File: src/rtl/joybus_pkg.sv
// Shared joybus definitions: bit timing, transmitter states
// and the poll command bytes used by the console port.
package joybus_pkg;

   localparam int CLK_PER_US_DEF = 25;

   // Cycles in n_us microseconds at cpu clk cycles per us.
   function automatic int us_cyc(input int cpu, input int n_us);
      return cpu * n_us;
   endfunction

   localparam int BIT_T    = 4 * CLK_PER_US_DEF;
   localparam int SHORT    = CLK_PER_US_DEF;
   localparam int LONG     = 3 * CLK_PER_US_DEF;
   localparam int STOP     = CLK_PER_US_DEF;
   localparam int STOP_LOW = 2 * CLK_PER_US_DEF;

   typedef enum logic [2:0] {
      ST_IDLE,
      ST_LOW,
      ST_HIGH,
      ST_STOP,
      ST_FIN
   } console_tx_state_t;

   localparam logic [7:0] CMD_POLL     = 8'h40;
   localparam logic [7:0] CMD_POLL_ARG = 8'h03;

endpackage

File: src/rtl/joybus_bit_timer.sv
// Phase timer: ld_i restarts counting with a new length,
// tc_o is high on the last cycle of that length.
//   clk, rst_n : clock, async active-low reset
//   ld_i       : restart with len_i (takes effect next cycle)
//   len_i      : phase length in cycles (>= 1)
//   tc_o       : terminal count, last cycle of the phase
module joybus_bit_timer (
   input  logic       clk,
   input  logic       rst_n,
   input  logic       ld_i,
   input  logic [7:0] len_i,
   output logic       tc_o
);

   logic [7:0] cnt_q;
   logic [7:0] len_q;

   always_ff @(posedge clk or negedge rst_n) begin
      if (!rst_n) begin
         cnt_q <= '0;
         len_q <= '0;
      end else if (ld_i) begin
         cnt_q <= '0;
         len_q <= len_i;
      end else begin
         cnt_q <= cnt_q + 8'd1;
      end
   end

   assign tc_o = (cnt_q == len_q - 8'd1);

endmodule

File: src/rtl/console_tx.sv
// Joybus transmitter for the console port: sends 1..MAX_BYTES
// bytes MSB first, then a controller stop bit.
//   start/tx_len/tx_data : launch request, sampled in IDLE
//   abort                : cancel a transfer in progress
//   JB_TX_OE             : 1 pulls the open-drain line low
//   busy/done            : transfer active / normal completion
module console_tx
   import joybus_pkg::*;
#(
   parameter int CLK_PER_US = 25,
   parameter int MAX_BYTES  = 10
) (
   input  logic                   clk,
   input  logic                   rst_n,
   input  logic                   start,
   input  logic [3:0]             tx_len,
   input  logic [8*MAX_BYTES-1:0] tx_data,
   input  logic                   abort,
   output logic                   JB_TX_OE,
   output logic                   busy,
   output logic                   done
);

   localparam int W = 8 * MAX_BYTES;

   localparam logic [7:0] T_BIT   = 8'(us_cyc(CLK_PER_US, 4));
   localparam logic [7:0] T_SHORT = 8'(us_cyc(CLK_PER_US, 1));
   localparam logic [7:0] T_LONG  = 8'(us_cyc(CLK_PER_US, 3));
   localparam logic [7:0] T_STOPL = 8'(us_cyc(CLK_PER_US, 2));

   console_tx_state_t state_q;
   logic [W-1:0]      sh_q;
   logic [6:0]        bcnt_q;
   logic [6:0]        btgt_q;
   logic              oe_q;
   logic              busy_q;
   logic              done_q;

   logic              tmr_ld;
   logic [7:0]        tmr_len;
   logic              tmr_tc;
   logic              accept;
   logic              last_bit;

   function automatic logic [7:0] low_len(input logic b);
      return b ? T_SHORT : T_LONG;
   endfunction

   // abort in IDLE swallows a simultaneous start
   assign accept = start && !abort && (tx_len != 4'd0)
                && ({28'd0, tx_len} <= 32'(MAX_BYTES));

   assign last_bit = (bcnt_q + 7'd1 == btgt_q);

   joybus_bit_timer u_tmr (
      .clk   (clk),
      .rst_n (rst_n),
      .ld_i  (tmr_ld),
      .len_i (tmr_len),
      .tc_o  (tmr_tc)
   );

   // Timer reload: the length of the phase being entered.
   // In HIGH the next bit is sh_q[W-2], the shift lands
   // on the same edge.
   always_comb begin
      tmr_ld  = 1'b0;
      tmr_len = 8'd0;
      case (state_q)
         ST_IDLE: begin
            tmr_ld  = accept;
            tmr_len = low_len(tx_data[W-1]);
         end
         ST_LOW: begin
            tmr_ld  = tmr_tc;
            tmr_len = T_BIT - low_len(sh_q[W-1]);
         end
         ST_HIGH: begin
            tmr_ld  = tmr_tc;
            tmr_len = last_bit ? T_STOPL : low_len(sh_q[W-2]);
         end
         ST_STOP: begin
            tmr_ld  = 1'b0;
            tmr_len = 8'd0;
         end
         default: begin
            tmr_ld  = 1'b0;
            tmr_len = 8'd0;
         end
      endcase
   end

   always_ff @(posedge clk or negedge rst_n) begin
      if (!rst_n) begin
         state_q <= ST_IDLE;
         sh_q    <= '0;
         bcnt_q  <= '0;
         btgt_q  <= '0;
         oe_q    <= 1'b0;
         busy_q  <= 1'b0;
         done_q  <= 1'b0;
      end else if (abort && state_q != ST_IDLE) begin
         state_q <= ST_IDLE;
         oe_q    <= 1'b0;
         busy_q  <= 1'b0;
         done_q  <= 1'b0;
      end else begin
         case (state_q)
            ST_IDLE: begin
               done_q <= 1'b0;
               if (accept) begin
                  sh_q    <= tx_data;
                  bcnt_q  <= '0;
                  btgt_q  <= {tx_len, 3'b000};
                  state_q <= ST_LOW;
                  oe_q    <= 1'b1;
                  busy_q  <= 1'b1;
               end
            end
            ST_LOW: begin
               if (tmr_tc) begin
                  state_q <= ST_HIGH;
                  oe_q    <= 1'b0;
               end
            end
            ST_HIGH: begin
               if (tmr_tc) begin
                  bcnt_q <= bcnt_q + 7'd1;
                  oe_q   <= 1'b1;
                  if (last_bit) begin
                     state_q <= ST_STOP;
                  end else begin
                     sh_q    <= sh_q << 1;
                     state_q <= ST_LOW;
                  end
               end
            end
            ST_STOP: begin
               if (tmr_tc) begin
                  state_q <= ST_FIN;
                  oe_q    <= 1'b0;
                  done_q  <= 1'b1;
               end
            end
            ST_FIN: begin
               state_q <= ST_IDLE;
               busy_q  <= 1'b0;
               done_q  <= 1'b0;
            end
            default: begin
               state_q <= ST_IDLE;
               oe_q    <= 1'b0;
               busy_q  <= 1'b0;
               done_q  <= 1'b0;
            end
         endcase
      end
   end

   assign JB_TX_OE = oe_q;
   assign busy     = busy_q;
   assign done     = done_q;

endmodule

File: config.mk
export PLATFORM = sky130hd
export DESIGN_NAME = console_tx
export DESIGN_NICKNAME = d
export VERILOG_FILES = /design/src/rtl/joybus_pkg.sv /design/src/rtl/joybus_bit_timer.sv /design/src/rtl/console_tx.sv
export SDC_FILE = /design/constraint.sdc
export NUM_CORES = 1
export LEC_CHECK = 0
export BUFFER_PORTS_ARGS = -buffer_cell sky130_fd_sc_hd__buf_2
export CORE_ASPECT_RATIO = 0.75
export CORE_MARGIN = 5
export CORE_UTILIZATION = 29
export CTS_BUF_LIST = sky130_fd_sc_hd__clkbuf_8
export DETAILED_ROUTE_END_ITERATION = 12
export HOLD_SLACK_MARGIN = 0.06
export MAX_ROUTING_LAYER = met4
export PLACE_DENSITY = 0.47
export SKIP_LAST_GASP = 1
export SLEW_MARGIN = 20
export SYNTH_ARGS = -nofsm -noshare
export SYNTH_HDL_FRONTEND = slang
export SYNTH_HIERARCHICAL = 1
export SYNTH_SLANG_ARGS = --single-unit
File: constraint.sdc
create_clock -name clk -period 8 [get_ports clk]
set_input_delay 1.2 -clock clk [delete_from_list [all_inputs] [get_ports clk]]
set_output_delay 1.2 -clock clk [all_outputs]
set_load 0.01 [all_outputs]
==> results of run 1 <==
-- metal layers --
layer | up-vias | routed length, µm
met2 | 76 | 5350
met4 | 0 | 102
met1 | 1986 | 6900
met5 | - | 0
met3 | 5 | 406
li1 | 1948 | -
-- where the power goes --
| group | switching, mW | total (mW) | internal [mW] | leakage [nW] |
|---|---|---|---|---|
| combinational | 0.122 | 0.309 | 0.187 | 1.16 |
| clock | 0.218 | 0.582 | 0.364 | 0.221 |
| sequential | 0.103 | 0.807 | 0.704 | 1.30 |
| total | 0.443 | 1.70 | 1.25 | 2.68 |
-- cell usage in the layout, fill, tap and decap left out, drive strengths merged, types with 2 or more instances in the layout --
cell / netlist / final
or3: 2 / 2
xnor2: 13 / 13
buf: 21 / 96
nand2: 19 / 19
a31oi: 3 / 3
nor4: 2 / 2
nand4: 5 / 5
nand2b: 81 / 81
o21ai: 12 / 12
nand3: 7 / 7
o22ai: 2 / 2
clkbuf: 14 / 21
o221a: 79 / 79
xor2: 9 / 9
ha: 3 / 3
bufinv: 0 / 4
dfrtp: 113 / 113
or2: 3 / 3
inv: 7 / 8
o211ai: 2 / 2
mux2: 11 / 11
and3: 6 / 6
clkinv: 0 / 2
nor2b: 5 / 5
conb: 1 / 2
and4: 2 / 2
a21o: 2 / 2
nor2: 18 / 18
o2111ai: 2 / 2
o31ai: 4 / 4
a21oi: 8 / 8
nor3b: 2 / 2
nor3: 6 / 6
-- metrics by stage --
step	area, µm²	hold WS (ns)
2_1_floorplan	5550	0.467
3_3_place_gp	6180	0.494
3_5_place_dp	6180	0.503
4_1_cts	6600	0.511
5_1_grt	6640	0.533
6_report	6640	0.515
-- kinds of logic after synthesis --
group	synth area share
and+or+nand+nor	0.176
xor gates and xnor gates	0.0348
buffers and inverters	0.0381
DFF	0.510
adders and majority gates	0.00677
AOI/OAI and AO/OA	0.209
other	0.000676
muxes	0.0241
-- cells in the mapped netlist, types with 5 or more instances --
cell and instances:
nand4_1 5, nor3_1 5, nor2b_1 5, nand2_1 19
clkbuf_1 14, inv_1 7, o21ai_0 12, nor2_1 17
nand2b_1 81, dfrtp_1 113, xor2_1 9, a21oi_1 8
xnor2_1 13, o221a_2 69, buf_2 16, o221a_1 10
and3_1 6, nand3_1 6, mux2_2 11
-- how the worst max path moves through the flow --
stage | from | endpoint | slack [ns] | cells past startpoint
floorplan | tx_len[1] | sh_q[31] | 5.14 | 7
finish | u_tmr/len_q[0] | sh_q[59] | 4.34 | 13
global route | u_tmr/len_q[0] | sh_q[59] | 4.04 | 13
global placement | u_tmr/len_q[0] | sh_q[74] | 4.11 | 12
CTS | u_tmr/len_q[0] | sh_q[76] | 3.95 | 12
detailed placement | u_tmr/len_q[0] | sh_q[59] | 3.95 | 12
-- sequential cells by signal (all words and copies together) (netlist names) --
name,count
sh_q,80
u_tmr/cnt_q,8
done,1
u_tmr/len_q,8
busy,1
btgt_q,4
JB_TX_OE,1
state_q,3
bcnt_q,7
-- area by class of cell --
| cell class | instances | share of cell area |
|---|---|---|
| sequential | 113 | 0.426 |
| multi-input combinational | 324 | 0.381 |
| timing repair buffer | 96 | 0.0786 |
| tap | 247 | 0.0466 |
| clock buffer | 21 | 0.0436 |
| clock inverter | 7 | 0.0202 |
| inverter | 7 | 0.00396 |
-- worst max-delay path: cells and delay by family (launching register included) --
| family | cells | cell delay [ns] |
|---|---|---|
| and+or+nand+nor | 3 | 0.66 |
| buffers and inverters | 3 | 0.71 |
| DFF | 1 | 0.41 |
| AOI/OAI and AO/OA | 5 | 1.51 |
| xor gates and xnor gates | 1 | 0.10 |
| adders and majority gates | 1 | 0.18 |
==> results.sh, run 1 <==
export IMPL_rsz0062_at_grt="no"
export IMPL_worstHoldStart="u_tmr/cnt_q[0]"
export IMPL_power_mw=1.70
export IMPL_ys_types=55
export IMPL_drt_iter0_drc=297
export IMPL_multi_input_area_mm2=0.00253
export IMPL_fill_cells=1891
export IMPL_holdCritPathClass="reg2reg"
export IMPL_antenna_found_initial=0
export IMPL_synth_largest_area_cell="dfrtp_1"
export IMPL_syn_to_final_growth_pct=19.7
export IMPL_reg2reg_from="u_tmr/len_q[0]"
export IMPL_cts_tree="done"
export IMPL_postSynthCellCount=478
export IMPL_power_density_mw_per_mm2=256
export IMPL_fp_dieW_um=170
export IMPL_maxCapViolCount=0
export IMPL_ys_top_cells_by_area="dfrtp_1, o221a_2, nand2b_1"
export IMPL_finalHoldViolations=0
export IMPL_worstSetupPathType="reg2reg"
export IMPL_nets=650
export IMPL_post_cts_setup_buffer_count=0
export IMPL_setup_viol=0
export IMPL_syn_avg_cell_area_um2=11.6
export IMPL_cp_slowest_cell="a31oi_4"
export IMPL_met1_usage=0.182
export IMPL_arrival_ns=4.02
export IMPL_clk_latency_ns=0.42
export IMPL_port_buffers=90
export IMPL_holdBufCountCts=0
export IMPL_fin_crit_sh=0.458
export IMPL_max_freq_mhz=273
export IMPL_antenna_cells=0
export IMPL_hold_depth=1
export IMPL_yosys_warnings=6
export IMPL_final_core_util=0.356
export IMPL_yosysSeqAreaShare=0.510
export IMPL_r2r_slack_ns=4.34
export IMPL_grt_pass1_vias=4123
export IMPL_cts_root_buf="clkbuf_8"
export IMPL_viasPerCell=4.93
export IMPL_dp_cells=786
export IMPL_grt_use_met3=0.0363
export IMPL_netlist_area_mm2=0.00554
export IMPL_numCtsBuffers=17
export IMPL_track_usage=0.124
export IMPL_cp_max_fo=41
export IMPL_grt_overflow=0
export IMPL_rr_endpoint="sh_q[59]"
export IMPL_dieArea_mm2=0.0220
export IMPL_met2_usage=0.163
export IMPL_wl_per_cell_um=15.7
export IMPL_start_util=0.298
export IMPL_final_cells=815
export IMPL_setup_worst_path_start_class="flop"
export IMPL_min_to="u_tmr/cnt_q[0]"
export IMPL_cp_cell_sequence="inv_1, ha_1, nor3b_4, xor2_1, o22ai_1, o2111a_1, nand2_1, or2_2, a21o_1, a31oi_4, buf_16, buf_4, o221a_2"
export IMPL_p_leak_nw=2.68
export IMPL_synthArstFlopShare=1.00
export IMPL_drv_slew=0
export IMPL_finalWorstSetupSlack_ns=4.34
export IMPL_place_gp_congestion=0.778
export IMPL_drc=0
export IMPL_reg2reg_depth=13
export IMPL_die_h_um=130
export IMPL_cts_buffer_depth=2
export IMPL_crit_required_ns=8.36
export IMPL_grt_start_max_net_pins=87
export IMPL_worst_slew_pin_slew_ns=0.894
export IMPL_ios=91
export IMPL_period_needed_ns=3.66
export IMPL_ys_flop_type="dfrtp_1"
export IMPL_gr_max_usage_layer="met1"
export IMPL_dpl_hpwl_um=8500
export IMPL_cp_slowest_stage_delay_ns=0.42
export IMPL_grt_pass1_wl_um=21200
export IMPL_synth_top_area_frac=0.510
export IMPL_num_vias=4015
export IMPL_drt_total_wl_um=12800
export IMPL_finalSetupTns_ns=0
export IMPL_status="finished clean"
export IMPL_core_mm2=0.0186
export IMPL_slew_headroom=0.400
export IMPL_first_pass_iters=4
export IMPL_synth_edf_count=0
export IMPL_ant_nets=0
export IMPL_irDropWorstVdd_v=0.0000925
export IMPL_cp_end_kind="flop"
export IMPL_yosys_register_bits=113
export IMPL_fp_row_count=43
export IMPL_clock_sinks=113
export IMPL_htreeDepth=4
export IMPL_clkSlewWorstSetupHoldPaths_ns=0.07
export IMPL_fin_skew_ns=0.00935
export IMPL_pre_cts_slack_ns=3.95
export IMPL_seqCellArea_mm2=0.00283
export IMPL_drive_gt1_frac=0.373
export IMPL_cts_resized=0
Note: power is estimated with default switching activity, not from simulation.
==> inputs of run 2 (changes only) <==
ABC_AREA = 1   (was default)
PLACE_DENSITY = 0.46   (was 0.47)
clock period = 3.7 ns   (was 8 ns; I/O delays follow)
==> results.sh, run 2 <==
export IMPL_status="finished clean"
export IMPL_ant_nets=0
export IMPL_fp_row_count=46
export IMPL_final_cell_mix="nand2_1, dfrtp_1, nand3_1"
export IMPL_drt_total_wl_um=16600
export IMPL_met2WireLength_um=7000
export IMPL_cts_tree="done"
export IMPL_syn_to_final_growth_pct=19.1
export IMPL_nets=1060
export IMPL_fin_crit_sh=0.836
export IMPL_syn_avg_cell_area_um2=6.89
export IMPL_ys_types=29
export IMPL_period_needed_ns=3.09
export IMPL_r2r_slack_ns=0.61
export IMPL_cts_resized=0
export IMPL_power_density_mw_per_mm2=810
export IMPL_irDropWorstVdd_v=0.000339
export IMPL_largest_reg_flops=80
export IMPL_setup_worst_path_start_class="flop"
export IMPL_postSynthCellCount=896
export IMPL_start_util=0.293
export IMPL_synth_most_common_cell="nand2_1"
export IMPL_antenna_cells=0
export IMPL_rsz0062_at_grt="no"
export IMPL_antenna_found_initial=0
export IMPL_ios=91
export IMPL_finalHoldViolations=0
export IMPL_cts_root_buf="clkbuf_8"
export IMPL_drv_slew=0
export IMPL_synthTopCellsByCount="nand2_1, dfrtp_1, nand3_1"
export IMPL_place_gp_congestion=0.771
export IMPL_dieArea_mm2=0.0243
export IMPL_wl_per_cell_um=13.1
export IMPL_holdBufCountCts=0
export IMPL_ys_flop_type="dfrtp_1"
export IMPL_grt_pass1_vias=5628
export IMPL_holdCritPathClass="in2async"
export IMPL_worstSetupPathType="reg2reg"
export IMPL_netlist_area_mm2=0.00617
export IMPL_post_cts_setup_buffer_count=0
export IMPL_first_pass_iters=7
export IMPL_dr_max_layer_used="met4"
export IMPL_reg_top3="sh_q x80, u_tmr/cnt_q x8, u_tmr/len_q x8"
export IMPL_synth_top_family_by_area="simple AND/OR/NAND/NOR gates"
export IMPL_ys_top_cells_by_area="dfrtp_1, nand2_1, nand3_1"
export IMPL_met1Wirelength_um=8720
export IMPL_track_usage=0.147
export IMPL_yosys_register_bits=113
export IMPL_cp_max_fo=11
export IMPL_fill_cells=2357
export IMPL_viasPerCell=4.39
export IMPL_drc=0
export IMPL_clkSlewWorstSetupHoldPaths_ns=0.07
export IMPL_synth_xor_xnor_area_share=0.00710
export IMPL_grt_overflow=0
export IMPL_reg2reg_depth=18
export IMPL_htreeDepth=4
export IMPL_layout_commonest_cell="nand2_1"
export IMPL_top_register="sh_q"
export IMPL_yosysSeqAreaShare=0.458
export IMPL_p_leak_nw=4.09
export IMPL_drt_iter0_drc=467
export IMPL_die_h_um=136
export IMPL_synthArstFlopShare=1.00
export IMPL_cts_buffer_depth=2
export IMPL_fp_dieW_um=178
export IMPL_synth_adder_area_share=0.00608
export IMPL_yosys_mux_area_fraction=0
export IMPL_worst_slew_pin_slew_ns=0.928
export IMPL_cp_end_kind="flop"
export IMPL_finalSetupTns_ns=0
export IMPL_fin_hold_ws_ns=0.179
export IMPL_yosys_warnings=6
export IMPL_grt_start_max_net_pins=88
export IMPL_drive_gt1_frac=0.153
export IMPL_synth_largest_area_cell="dfrtp_1"
export IMPL_maxCapViolCount=0
export IMPL_core_mm2=0.0211
export IMPL_max_freq_mhz=323
export IMPL_slew_headroom=0.381
export IMPL_clk_latency_ns=0.44
export IMPL_fin_skew_ns=0.0117
export IMPL_wl_met3_um=751
export IMPL_synth_edf_count=0
export IMPL_grt_pass1_wl_um=27800
export IMPL_clock_sinks=113
export IMPL_port_buffers=90
export IMPL_arrival_ns=3.40
export IMPL_numCtsBuffers=17
export IMPL_setup_viol=0
export IMPL_dpl_hpwl_um=10300
export IMPL_synthSimpleGateAreaFrac=0.427
export IMPL_num_vias=5578
export IMPL_crit_required_ns=4.01
export IMPL_synth_compound_area_share=0.0339
export IMPL_synth_top_area_frac=0.458
==> run 2: final cells by class <==
class                           count  area [µm²]  area share
Clock buffer                       20         275      0.0374
Clock inverter                     12         235      0.0320
Inverter                           45         169      0.0230
Multi-Input combinational cell    693        2940       0.400
Sequential cell                   113        2830       0.385
Tap cell                          288         360      0.0490
Timing Repair Buffer               99         546      0.0742
==> run 2: per-layer routing <==
metal | track usage | vias to the layer above
li1 | - | 2930
met1 | 0.210 | 2510
met2 | 0.211 | 129
met3 | 0.0286 | 9
met4 | 0.0422 | 0
met5 | - | -
==> run 2: cell families (layout without fill, tap and decap cells) <==
family / count (synthesis) / count (layout)
and+or+nand+nor: 644 / 644
DFF: 113 / 113
buffers and inverters: 91 / 176
AOI/OAI and AO/OA: 39 / 39
xor gates and xnor gates: 5 / 5
adders and majority gates: 3 / 3
other: 1 / 2
==> run 2: final timing paths <==
kind	start	endpoint
worst max-delay path	u_tmr/len_q[0]	u_tmr/cnt_q[2]
worst min-delay path	rst_n	u_tmr/cnt_q[1]
worst max register to register	u_tmr/len_q[0]	u_tmr/cnt_q[2]
worst min register to register	sh_q[23]	sh_q[23]
max in group asynchronous	rst_n	u_tmr/len_q[4]
min in group clk	tx_len[1]	btgt_q[4]
==> run 2: worst max-delay path: stages (launching register included) <==
cell     delay [ns]
dfrtp_1        0.39
inv_1          0.17
ha_1           0.28
nand2_1        0.07
nand2_1        0.05
nor2_1         0.09
nand2_1        0.05
nor2_1         0.09
nand3_1        0.08
nor2_1         0.16
inv_1          0.08
nand3_1        0.15
nand2_1        0.14
nor2_4         0.15
nand2_2        0.15
o21ai_1        0.38
inv_1          0.29
o21ai_0        0.14
a21oi_1        0.06
==> run 2: report_power, final <==
part	internal, mW	switching [mW]	leakage, nW	total [mW]
clock network	0.986	0.530	0.261	1.52
registers	1.78	0.328	1.43	2.11
logic	0.782	1.55	2.40	2.33
total	3.55	2.41	4.09	5.96
==> run 2: metrics by stage <==
stage | utilization | area, µm² | power, mW | instances | worst slack (ns)
floorplan | - | 6180 | 3.88 | 897 | 1.05
detailed placement | 0.325 | 6840 | 4.51 | 1238 | 0.512
global placement | 0.325 | 6840 | 4.51 | 1238 | 0.573
global route | 0.349 | 7350 | 6.56 | 1270 | 0.158
finish | 0.349 | 7350 | 5.96 | 1270 | 0.607
CTS | 0.349 | 7350 | 6.06 | 1270 | 0.479
